==> src/rtl/axi_rd_arbiter_2to1.sv <==
// Two-requester AXI4 read-channel arbiter: round-robin AR grant into a one-entry output
// register, source tag in the ID MSB, R beats routed back by that tag, per-requester burst limit.
module axi_rd_arbiter_2to1 #(
  parameter int unsigned AXI_ID_WIDTH    = 8,
  parameter int unsigned AXI_ADDR_WIDTH  = 40,
  parameter int unsigned AXI_DATA_WIDTH  = 128,
  parameter int unsigned MAX_OUTSTANDING = 4
) (
  input  logic                      clk,
  input  logic                      reset,
  // requester 0
  input  logic                      s0_ar_valid,
  output logic                      s0_ar_ready,
  input  logic [AXI_ADDR_WIDTH-1:0] s0_ar_addr,
  input  logic [AXI_ID_WIDTH-2:0]   s0_ar_id,
  input  logic [7:0]                s0_ar_len,
  input  logic [2:0]                s0_ar_size,
  input  logic [1:0]                s0_ar_burst,
  output logic                      s0_r_valid,
  input  logic                      s0_r_ready,
  output logic [AXI_DATA_WIDTH-1:0] s0_r_data,
  output logic [AXI_ID_WIDTH-2:0]   s0_r_id,
  output logic [1:0]                s0_r_resp,
  output logic                      s0_r_last,
  // requester 1
  input  logic                      s1_ar_valid,
  output logic                      s1_ar_ready,
  input  logic [AXI_ADDR_WIDTH-1:0] s1_ar_addr,
  input  logic [AXI_ID_WIDTH-2:0]   s1_ar_id,
  input  logic [7:0]                s1_ar_len,
  input  logic [2:0]                s1_ar_size,
  input  logic [1:0]                s1_ar_burst,
  output logic                      s1_r_valid,
  input  logic                      s1_r_ready,
  output logic [AXI_DATA_WIDTH-1:0] s1_r_data,
  output logic [AXI_ID_WIDTH-2:0]   s1_r_id,
  output logic [1:0]                s1_r_resp,
  output logic                      s1_r_last,
  // memory side
  output logic                      m_ar_valid,
  input  logic                      m_ar_ready,
  output logic [AXI_ADDR_WIDTH-1:0] m_ar_addr,
  output logic [AXI_ID_WIDTH-1:0]   m_ar_id,
  output logic [7:0]                m_ar_len,
  output logic [2:0]                m_ar_size,
  output logic [1:0]                m_ar_burst,
  input  logic                      m_r_valid,
  output logic                      m_r_ready,
  input  logic [AXI_DATA_WIDTH-1:0] m_r_data,
  input  logic [AXI_ID_WIDTH-1:0]   m_r_id,
  input  logic [1:0]                m_r_resp,
  input  logic                      m_r_last,
  // status
  output logic [3:0]                outstanding0,
  output logic [3:0]                outstanding1,
  output logic                      err_unexpected_r
);

  localparam logic [3:0] MaxOut = 4'(MAX_OUTSTANDING);

  logic                      ar_valid_q, ar_valid_d;
  logic [AXI_ADDR_WIDTH-1:0] ar_addr_q;
  logic [AXI_ID_WIDTH-1:0]   ar_id_q;
  logic [7:0]                ar_len_q;
  logic [2:0]                ar_size_q;
  logic [1:0]                ar_burst_q;
  logic                      rr_q, rr_d;  // 0: s0 preferred on contention
  logic [3:0]                out0_q, out0_d, out1_q, out1_d;
  logic                      err_q, err_d;

  logic slot_free, elig0, elig1, grant0, grant1;
  logic r_sel, r_last_hs, dec0, dec1;

  function automatic logic [3:0] cnt_next(logic [3:0] cnt, logic inc, logic dec);
    logic [3:0] res;
    res = cnt;
    if (inc && !dec) begin
      res = cnt + 4'd1;
    end else if (dec && !inc && cnt != 4'd0) begin
      res = cnt - 4'd1;
    end
    return res;
  endfunction

  always_comb begin
    slot_free = !ar_valid_q || m_ar_ready;
    elig0     = s0_ar_valid && (out0_q < MaxOut);
    elig1     = s1_ar_valid && (out1_q < MaxOut);
    grant0    = !reset && slot_free && elig0 && (!elig1 || !rr_q);
    grant1    = !reset && slot_free && elig1 && (!elig0 || rr_q);

    r_sel     = m_r_id[AXI_ID_WIDTH-1];
    r_last_hs = m_r_valid && m_r_ready && m_r_last;
    dec0      = r_last_hs && !r_sel;
    dec1      = r_last_hs && r_sel;

    ar_valid_d = ar_valid_q;
    if (grant0 || grant1) begin
      ar_valid_d = 1'b1;
    end else if (m_ar_ready) begin
      ar_valid_d = 1'b0;
    end

    rr_d = rr_q;
    if (grant0) rr_d = 1'b1;
    if (grant1) rr_d = 1'b0;

    out0_d = cnt_next(out0_q, grant0, dec0);
    out1_d = cnt_next(out1_q, grant1, dec1);
    // Beat with no matching burst is still delivered; only flagged.
    err_d  = err_q || (dec0 && out0_q == 4'd0) || (dec1 && out1_q == 4'd0);
  end

  always_ff @(posedge clk) begin
    if (reset) begin
      ar_valid_q <= 1'b0;
      ar_addr_q  <= '0;
      ar_id_q    <= '0;
      ar_len_q   <= '0;
      ar_size_q  <= '0;
      ar_burst_q <= '0;
      rr_q       <= 1'b0;
      out0_q     <= '0;
      out1_q     <= '0;
      err_q      <= 1'b0;
    end else begin
      ar_valid_q <= ar_valid_d;
      rr_q       <= rr_d;
      out0_q     <= out0_d;
      out1_q     <= out1_d;
      err_q      <= err_d;
      if (grant0 || grant1) begin
        ar_addr_q  <= grant1 ? s1_ar_addr : s0_ar_addr;
        ar_id_q    <= grant1 ? {1'b1, s1_ar_id} : {1'b0, s0_ar_id};
        ar_len_q   <= grant1 ? s1_ar_len : s0_ar_len;
        ar_size_q  <= grant1 ? s1_ar_size : s0_ar_size;
        ar_burst_q <= grant1 ? s1_ar_burst : s0_ar_burst;
      end
    end
  end

  assign s0_ar_ready = grant0;
  assign s1_ar_ready = grant1;

  assign m_ar_valid = ar_valid_q;
  assign m_ar_addr  = ar_addr_q;
  assign m_ar_id    = ar_id_q;
  assign m_ar_len   = ar_len_q;
  assign m_ar_size  = ar_size_q;
  assign m_ar_burst = ar_burst_q;

  assign s0_r_valid = m_r_valid && !r_sel;
  assign s1_r_valid = m_r_valid && r_sel;
  assign m_r_ready  = r_sel ? s1_r_ready : s0_r_ready;
  assign s0_r_data  = m_r_data;
  assign s1_r_data  = m_r_data;
  assign s0_r_id    = m_r_id[AXI_ID_WIDTH-2:0];
  assign s1_r_id    = m_r_id[AXI_ID_WIDTH-2:0];
  assign s0_r_resp  = m_r_resp;
  assign s1_r_resp  = m_r_resp;
  assign s0_r_last  = m_r_last;
  assign s1_r_last  = m_r_last;

  assign outstanding0     = out0_q;
  assign outstanding1     = out1_q;
  assign err_unexpected_r = err_q;

endmodule

==> config.mk <==
export PLATFORM = sky130hd
export DESIGN_NAME = axi_rd_arbiter_2to1
export DESIGN_NICKNAME = d
export VERILOG_FILES = /design/src/rtl/axi_rd_arbiter_2to1.sv
export SDC_FILE = /design/constraint.sdc
export NUM_CORES = 1
export LEC_CHECK = 0
export BUFFER_PORTS_ARGS = -buffer_cell sky130_fd_sc_hd__clkbuf_2
export CORE_AREA = 2 2 238 240
export CTS_CLUSTER_DIAMETER = 80
export DETAILED_ROUTE_END_ITERATION = 10
export DIE_AREA = 0 0 240 242
export HOLD_SLACK_MARGIN = 0.15
export PLACE_DENSITY = 0.3
export SYNTH_ARGS = -nofsm -noshare
export SYNTH_HDL_FRONTEND = slang
export SYNTH_SLANG_ARGS = --single-unit
==> constraint.sdc <==
create_clock -name clk -period 6.06 [get_ports clk]
set_input_delay 1.212 -clock clk [delete_from_list [all_inputs] [get_ports clk]]
set_output_delay 1.212 -clock clk [all_outputs]
set_load 0.03 [all_outputs]
## Word level (Yosys, flattened, before mapping)

Index checks and enable logic that the tools add are counted.

| storage, ports and cells | value |
|---|---|
| bits in registers | 72 |
| input port bits | 267 |
| output and inout port bits | 352 |
| word-level logic and storage cells | 73 |

| operators by class | value |
|---|---|
| $add $sub $neg | 4 |
| magnitude comparators | 2 |
| muxes and demuxes | 12 |
| reduce and logical (&&, ||, !) cells | 45 |

Operators by type and width:

| kind | number |
|---|---|
| two-way mux 40 bit | 1 |
| logical AND 1 bit | 21 |
| two-way mux 4 bit | 4 |
| two-way mux 8 bit | 2 |
| logical NOT 1 bit | 10 |
| adder 4 x 1 -> 4 bit, second input constant | 2 |
| logical NOT 4 bit | 2 |
| less-than comparator 4 x 3 -> 1 bit, second input constant | 2 |
| nonzero test 4 bit | 2 |
| subtractor 4 x 1 -> 4 bit, second input constant | 2 |
| logical OR 1 bit | 6 |
| nonzero test 2 bit | 3 |
| two-way mux 1 bit | 3 |
| two-way mux 3 bit | 1 |
| two-way mux 2 bit | 1 |
| OR reduction 2 bit | 1 |

## Logic depth before layout (Yosys ltp)

Gate-level depths: netlist (run 1).

| depth | value |
|---|---|
| word-level depth | 10 |
| gate-level depth with buffers | 9 |
| gate-level depth less buffers | 9 |

## Worst setup path before layout (run 1)

Ideal clock, no wire load.

| timing path | value |
|---|---|
| path type | input-to-output |
| start point | input port s1_ar_valid |
| end point | output port s1_ar_ready |
| arrival time | 2.404 ns |
| required time | 4.848 ns |
| slack | 2.444 ns |
| cell stages on the path | 4 |
| buffers on the path | 2 |
| path through | or3b_4 -> a2111oi_4 -> buf_12 -> buf_12 |

| between the ends | value |
|---|---|
| longest elaborated chain between the ends | 3 |

RTL lines:

| item | RTL line | text |
|---|---|---|
| from (decl) | 26 | `input logic s1_ar_valid,` |
| logical AND 1 bit | 88 | `elig1 = s1_ar_valid && (out1_q < MaxOut);` |
| logical AND 1 bit (2 in series) | 90 | `grant1 = !reset && slot_free && elig1 && (!elig0 \|\| rr_q);` |
| to (decl) | 27 | `output logic s1_ar_ready,` |

No other way between the ends.

## Worst setup path in the final report (run 1)

| timing path | value |
|---|---|
| start point | input port reset |
| end point | output port s0_ar_ready |

| between the ends | value |
|---|---|
| longest elaborated chain between the ends | 4 |

RTL lines:

| item | RTL line | text |
|---|---|---|
| from (decl) | 10 | `input logic reset,` |
| logical NOT 1 bit | 89 | `grant0 = !reset && slot_free && elig0 && (!elig1 \|\| !rr_q);` |
| logical AND 1 bit (3 in series) | 89 |  |
| to (decl) | 13 | `output logic s0_ar_ready,` |

No other way between the ends.

==> impl_metrics.csv, run 1 <==
group,metric,value,unit
synthesis,ys_seq_elements,72,
finish,multiInputGateArea,2070,sq um
place,post-place-ws,1.73,ns
clocking,h-tree-depth,3,
synthesis,yosys.area_share.simple,0.0704,
synthesis,synthAdderAreaFrac,0.0155,
status,outcome,"complete, no violations",
finish,instances_no_fill,1301,
synthesis,yosys.area_share.xor_xnor,0.00601,
finish,regArea,1440,sq um
place,portBuffers,207,
synthesis,synth.yosys.warnings,0,
drt,wl_per_cell,12.5,um
timing,tightest_slew,0.888,ns
clocking,clk_pin_slew,0.06,ns
finish,syn_to_final_growth,-0.236,%
drt,drtIter0Drc,67,
timing,finalMaxSlewViolations,0,
setup_path,start_kind,"input pin",
global_route,grt_max_degree,63,
drt,dr.pass1.iters,4,
timing,hold_viol,0,
flow_run,cap_viol_max_count,0,
place,placedCellCount,1288,
synthesis,ys_seq_area_frac,0.247,
setup_path,crit_path_max_incr_delay,0.70,ns
global_route,grt_pass1_vias,3646,
clocking,cts_num_sinks,72,
floorplan,ios,619,
finish,nFillCells,6521,
finish,layout-drive-gt1-share,0.527,
floorplan,dieArea,58100,sq um
drt,routed-wl-met2,7010,um
min_path,min_from,"rr_q$_SDFFE_PP0P_",
setup_path,path_class,"input pin to primary output",
global_route,grt_overflow,0,
drt,via_count,3584,
setup_path,crit_chain,"buf_4 > buf_4 > inv_1 > o2111ai_1 > inv_1 > clkbuf_2",
floorplan,fp.coreArea,55700,sq um
pwr,leakagePower,2.26,nW
clocking,worst_skew_pair.late_latency,0.37,ns
timing,fin_crit,4.22,ns
drt,drt_wl_total,16300,um
min_path,hold_path.class,"flip-flop to flip-flop",
floorplan,fp.dieW,240,um
floorplan,start_util,0.105,
clocking,cts_hold_buf,0,
setup_path,endpoint_kind,"primary output",
setup_path,reg2reg_from,"outstanding1[3]$_SDFFE_PP0P_",
place,gp_congestion,0.641,
drt,wl_met1,6130,um
setup_path,slowest_stage,"buf_4",
drt,route.met3.wl,2090,um
place,dpl.hpwl,12600,um
clocking,numCtsBuffers,9,
finish,insertedDiodeCount,0,
synthesis,synth_area,5830,sq um
setup_path,worstPathMaxFanout,42,
synthesis,synthMuxAreaShare,0.118,
clocking,post_cts.repair.setup_buffers,0,
setup_path,arrival,3.01,ns
min_path,whs_path_depth,2,
synthesis,avgSynthCellArea,9.32,sq um
timing,slew_headroom,0.408,
synthesis,synth_compound_area_frac,0.145,
synthesis,synth_nets,898,
global_route,grtUsageTotal,0.0560,
timing,clock_skew,0.00735,ns
synthesis,synth_cell_types,37,
timing,rsz0062_at_grt,"false",
clocking,cts-resized-gates,0,
pwr,ir_drop,0.129,mV
clocking,cts_max_path_buffers,2,
timing,setup_tns,0,ns
floorplan,die_h,242,um
global_route,grt_pass1_wl,22900,um
synthesis,synthCells,625,
drt,drc,0,
timing,fmax,0.237,GHz
drt,highest_layer,"met4",
global_route,grt_antenna_before_repair,0,
setup_path,r2r-end,"outstanding1[3]$_SDFFE_PP0P_",
synthesis,synth_top_family_by_area,"buffers and inverters",
timing,setup-violations-final,0,
setup_path,reg2regPathDepth,10,
timing,finalWorstSetupSlack,1.84,ns
drt,routed_via_density,2.75,
pwr,powerDensity,301,nW/um^2
drt,ant_nets,0,
setup_path,r2r_slack,2.68,ns
setup_path,critPathRequiredTime,4.85,ns
clocking,cts-root-buf,"clkbuf_16",
clocking,cts_tree,"done",
min_path,hold_end,"rr_q$_SDFFE_PP0P_",
timing,finalCritPeriodShare,0.697,
finish,nets,816,
floorplan,rows,87,
## layout make-up
class,count,share of cell area
multi-input cells,246,0.356
repair buffers,211,0.186
inverters,3,0.00194
flip-flops and latches,72,0.248
clock buffers,12,0.0441
clock inverters,1,0.000861
well taps,756,0.163
## synth_stat cells
cell type	number	share of area
a2111oi_4	1	0.0047
a211oi_1	4	0.0052
a211oi_2	57	0.12
a21o_1	2	0.0026
a21oi_1	4	0.0034
a22oi_1	1	0.0013
and2_1	1	0.0011
and3_1	1	0.0011
and4b_1	1	0.0017
buf_1	1	0.00064
buf_12	7	0.024
buf_2	11	0.0094
buf_4	276	0.36
clkbuf_1	9	0.0058
dfxtp_1	72	0.25
fa_1	2	0.0069
ha_1	4	0.0086
inv_1	3	0.0019
mux2_2	2	0.0039
mux2_4	1	0.0026
mux2i_1	65	0.11
nand2_1	3	0.0019
nand2b_1	1	0.0011
nand3_1	1	0.00086
nand4_1	1	0.0011
nor2_1	73	0.047
nor2b_1	6	0.0064
nor3_1	2	0.0017
nor3b_1	1	0.0013
nor4_1	2	0.0021
o2111ai_1	1	0.0015
o21ai_0	1	0.00086
o21ba_2	1	0.0017
o22a_1	1	0.0015
or2_1	1	0.0011
or3b_4	1	0.0019
xor2_1	4	0.0060
## kinds of logic (layout without fill, tap and decap cells)
| family | count (synthesis) | count (layout) |
|---|---|---|
| AO/OA/AOI/OAI | 73 | 73 |
| flip-flops | 72 | 72 |
| AND/OR/NAND/NOR | 95 | 95 |
| XOR/XNOR | 4 | 4 |
| multiplexers | 68 | 68 |
| buffers and inverters | 307 | 227 |
| adder cells (fa/ha/maj) | 6 | 6 |
## layout by cell type, fill, tap and decap left out, drive strengths merged
cell / synthesis / final
clkbuf: 9 / 218
or2: 1 / 1
mux2i: 65 / 65
a22oi: 1 / 1
nor3: 2 / 2
o2111ai: 1 / 1
nand4: 1 / 1
a211oi: 61 / 61
nor4: 2 / 2
o21ba: 1 / 1
inv: 3 / 3
nor2: 73 / 73
and2: 1 / 1
nand3: 1 / 1
o21ai: 1 / 1
nand2b: 1 / 1
nor2b: 6 / 6
o22a: 1 / 1
a2111oi: 1 / 1
dfxtp: 72 / 72
and3: 1 / 1
fa: 2 / 2
or3b: 1 / 1
mux2: 3 / 3
and4b: 1 / 1
a21o: 2 / 2
xor2: 4 / 4
a21oi: 4 / 4
ha: 4 / 4
nand2: 3 / 3
buf: 295 / 5
nor3b: 1 / 1
clkinv: 0 / 1
## metal layers
layer	up-vias	track usage
met1	1572	0.0561
met5	-	0
li1	1641	-
met2	283	0.0793
met4	0	0.0522
met3	88	0.0343
## registers in the layout, summed over array words and instances, names as in the netlist
name	cells
m_ar_addr	40
m_ar_id	8
m_ar_len	8
outstanding0	4
outstanding1	4
m_ar_size	3
m_ar_burst	2
err_unexpected_r	1
m_ar_valid	1
rr_q	1
## worst max path at each step
| stage | slack, ns | endpoint | startpoint |
|---|---|---|---|
| after floorplan | 2.44 | s1_ar_ready | s1_ar_valid |
| after global routing | 1.63 | s0_ar_ready | reset |
| after detailed placement | 1.73 | s0_ar_ready | reset |
| after global placement | 1.74 | s0_ar_ready | reset |
| after CTS | 1.73 | s0_ar_ready | reset |
| final | 1.84 | s0_ar_ready | reset |
## critical path, delay by kind of cell
family	cells	cell delay (ns)
AO/OA/AOI/OAI	1	0.17
buffers and inverters	5	1.58
## where the power goes
group	total (mW)	leakage [nW]	internal [mW]	switching, mW
Clock	0.520	0.130	0.292	0.228
Combinational	0.632	1.53	0.223	0.409
Sequential	0.598	0.596	0.549	0.0496
## through the flow
step	instance area (sq um)	hold WS, ns	util	total power [mW]
finish	5810	0.490	0.104	1.75
global route	5810	0.526	0.104	1.89
global placement	5550	0.484	0.0996	1.25
detailed placement	5550	0.484	0.0996	1.26
floorplan	5830	0.468	-	1.42
CTS	5810	0.493	0.104	1.82
(Power assumes the default switching activity.)
==> run 2: changes to the inputs <==
- ABC_AREA: default -> 1
- CORE_AREA: 2 2 238 240 -> 2 2 242 244
- DIE_AREA: 0 0 240 242 -> 0 0 244 246
- clock period: 6.06 -> 4 ns (I/O delays scaled with it)
==> run 2 against run 1 <==
Area after synthesis up 1.1%. Clock skew up 0.0093 ns. Clock power up 75%. Via count up 25%. Non-clock buffer count unchanged. Final cell count up 18%. Largest cell class unchanged.
==> impl_metrics.csv, run 2 <==
group,metric,value,unit
status,outcome,"complete, no violations",
clocking,cts-resized-gates,0,
finish,multiInputGateArea,1930,sq um
drt,wl_per_cell,12.5,um
clocking,cts_max_path_buffers,2,
floorplan,die_h,246,um
synthesis,yosys.area.top_type,"buf_4",
synthesis,synthTopCellsByArea,"buf_4, dfxtp_1, nand3_1, nand2_1, inv_1",
clocking,cts-root-buf,"clkbuf_16",
finish,finish.utilization,0.105,
synthesis,synth_cell_types,28,
flow_run,cap_viol_max_count,0,
pwr,ir_drop,0.206,mV
global_route,grtUsageTotal,0.0634,
finish,nets,1035,
timing,setup_tns,0,ns
finish,regArea,1440,sq um
drt,dr.pass1.iters,4,
setup_path,critPathRequiredTime,3.20,ns
place,gp_congestion,0.683,
setup_path,path_class,"input pin to primary output",
synthesis,synth_most_common_cell,"buf_4",
clocking,cts_num_sinks,72,
setup_path,crit_path_start,"reset",
timing,setup-violations-final,0,
setup_path,endpoint_kind,"primary output",
synthesis,synth_edf_count,0,
synthesis,synth.yosys.warnings,0,
setup_path,r2r-end,"m_ar_addr[18]$_SDFFE_PP0P_",
place,dpl.hpwl,14100,um
place,portBuffers,207,
timing,clock_skew,0.0167,ns
clocking,worst_skew_pair.late_latency,0.38,ns
setup_path,reg2reg_from,"outstanding1[3]$_SDFFE_PP0P_",
global_route,grt_antenna_before_repair,0,
min_path,min_from,"err_unexpected_r$_SDFF_PP0_",
timing,finalMaxSlewViolations,0,
global_route,grt_pass1_wl,27800,um
global_route,grt_pass1_vias,4544,
floorplan,start_util,0.103,
synthesis,synth_nets,1121,
floorplan,fp.dieW,244,um
clocking,h-tree-depth,3,
clocking,clk_pin_slew,0.06,ns
setup_path,reg2regPathDepth,10,
setup_path,r2r_slack,1.56,ns
drt,drt_wl_total,19200,um
timing,hold_viol,0,
setup_path,worstPathMaxFanout,64,
finish,nFillCells,6769,
synthesis,ys_seq_area_frac,0.245,
floorplan,dieArea,60000,sq um
drt,drtIter0Drc,201,
setup_path,start_kind,"input pin",
min_path,hold_end,"err_unexpected_r$_SDFF_PP0_",
finish,largest_reg_flops,40,
finish,layout-drive-gt1-share,0.336,
setup_path,arrival,1.95,ns
finish,final_common_cell,"clkbuf_2",
global_route,grt_overflow,0,
timing,tightest_slew,0.900,ns
pwr,leakagePower,3.12,nW
timing,fmax,0.363,GHz
floorplan,ios,619,
floorplan,rows,88,
finish,syn_to_final_growth,2.19,%
floorplan,fp.coreArea,57400,sq um
min_path,hold_path.class,"flip-flop to flip-flop",
synthesis,synth_area,5890,sq um
synthesis,avgSynthCellArea,6.95,sq um
finish,final_cell_mix,"clkbuf_2, nand2_1, nand3_1, inv_1, dfxtp_1",
drt,routed_via_density,2.92,
min_path,whs_path_depth,2,
pwr,powerDensity,433,nW/um^2
synthesis,synthTopCellsByCount,"buf_4, nand2_1, nand3_1, inv_1, dfxtp_1",
drt,ant_nets,0,
timing,finalCritPeriodShare,0.688,
synthesis,synth-main-ff-cell,"dfxtp_1",
drt,drc,0,
timing,fin_crit,2.75,ns
synthesis,synth_async_sr_flop_share,0,
clocking,post_cts.repair.setup_buffers,0,
drt,via_count,4473,
timing,slew_headroom,0.400,
global_route,grt_max_degree,71,
timing,rsz0062_at_grt,"false",
synthesis,ys_seq_elements,72,
synthesis,synthCells,848,
clocking,numCtsBuffers,9,
clocking,cts_hold_buf,0,
synthesis,synth_top_area_share,0.353,
clocking,cts_tree,"done",
[run 2: cell count changes in the layout (fill, tap and decap cells not counted), moves of 4 or more]
cell      delta
a211oi_2    -57
nor2_1      -55
xor2_1       -4
or2_1       +40
nor2b_1      -6
o21ai_0      +4
or2_2       +20
mux2i_1     -65
inv_1       +75
nand2_1    +140
nand3_1    +132
[run 2: cell type report]
cell class                      count  area share
Antenna cell                        1    0.000416
Clock buffer                       13      0.0449
Clock inverter                      2     0.00623
Inverter                           81      0.0505
Multi-Input combinational cell    387       0.321
Sequential cell                    72       0.239
Tap cell                          765       0.159
Timing Repair Buffer              211       0.179
[run 2: power breakdown]
part           switching (mW)  internal, mW  leakage, nW
Clock                   0.379         0.532        0.148
Sequential             0.0530         0.814        0.594
Combinational           0.535         0.293         2.37
Total                   0.967          1.64         3.12
[run 2: worst max path at each step]
stage | to | slack (ns) | depth (start not counted)
final | s1_ar_ready | 1.25 | 7
after global placement | m_ar_addr[6]$_SDFFE_PP0P_ | 1.07 | 12
after detailed placement | m_ar_len[1]$_SDFFE_PP0P_ | 1.04 | 11
after CTS | s1_ar_ready | 1.21 | 7
after floorplan | s1_ar_ready | 1.63 | 7
after global routing | s1_ar_ready | 1.13 | 6
[run 2: cells by family after synthesis]
kind of cell | count (synthesis) | share of synthesized area
xor+xnor | 2 | 0.00297
flops | 72 | 0.245
simple gates | 367 | 0.298
fa+ha+maj | 6 | 0.0153
buf+inv | 389 | 0.429
compound gates | 12 | 0.0108
[run 2: critical path, cell delays in order]
cell,delay (ns)
clkbuf_2,0.14
inv_2,0.08
nand2_2,0.07
nor2_4,0.16
nand2_8,0.31
inv_2,0.14
clkbuf_2,0.22
[run 2: metrics by stage]
stage	hold slack (ns)	total power, mW	cell area, sq um	cells	worst slack (ns)
after floorplan	0.470	1.97	5890	848	1.63
after global placement	0.467	1.73	5710	1516	1.07
after detailed placement	0.477	1.73	5710	1516	1.04
after CTS	0.496	2.71	6020	1531	1.21
after global routing	0.534	2.81	6020	1531	1.13
final	0.486	2.61	6020	1532	1.25
[run 2: metal layers]
metal | routed length [um] | GRT usage | share of wire
met5 | 0 | 0.00408 | 0
met4 | 1450 | 0.0565 | 0.076
met3 | 2210 | 0.0356 | 0.12
met2 | 8350 | 0.0942 | 0.44
met1 | 7130 | 0.0634 | 0.37
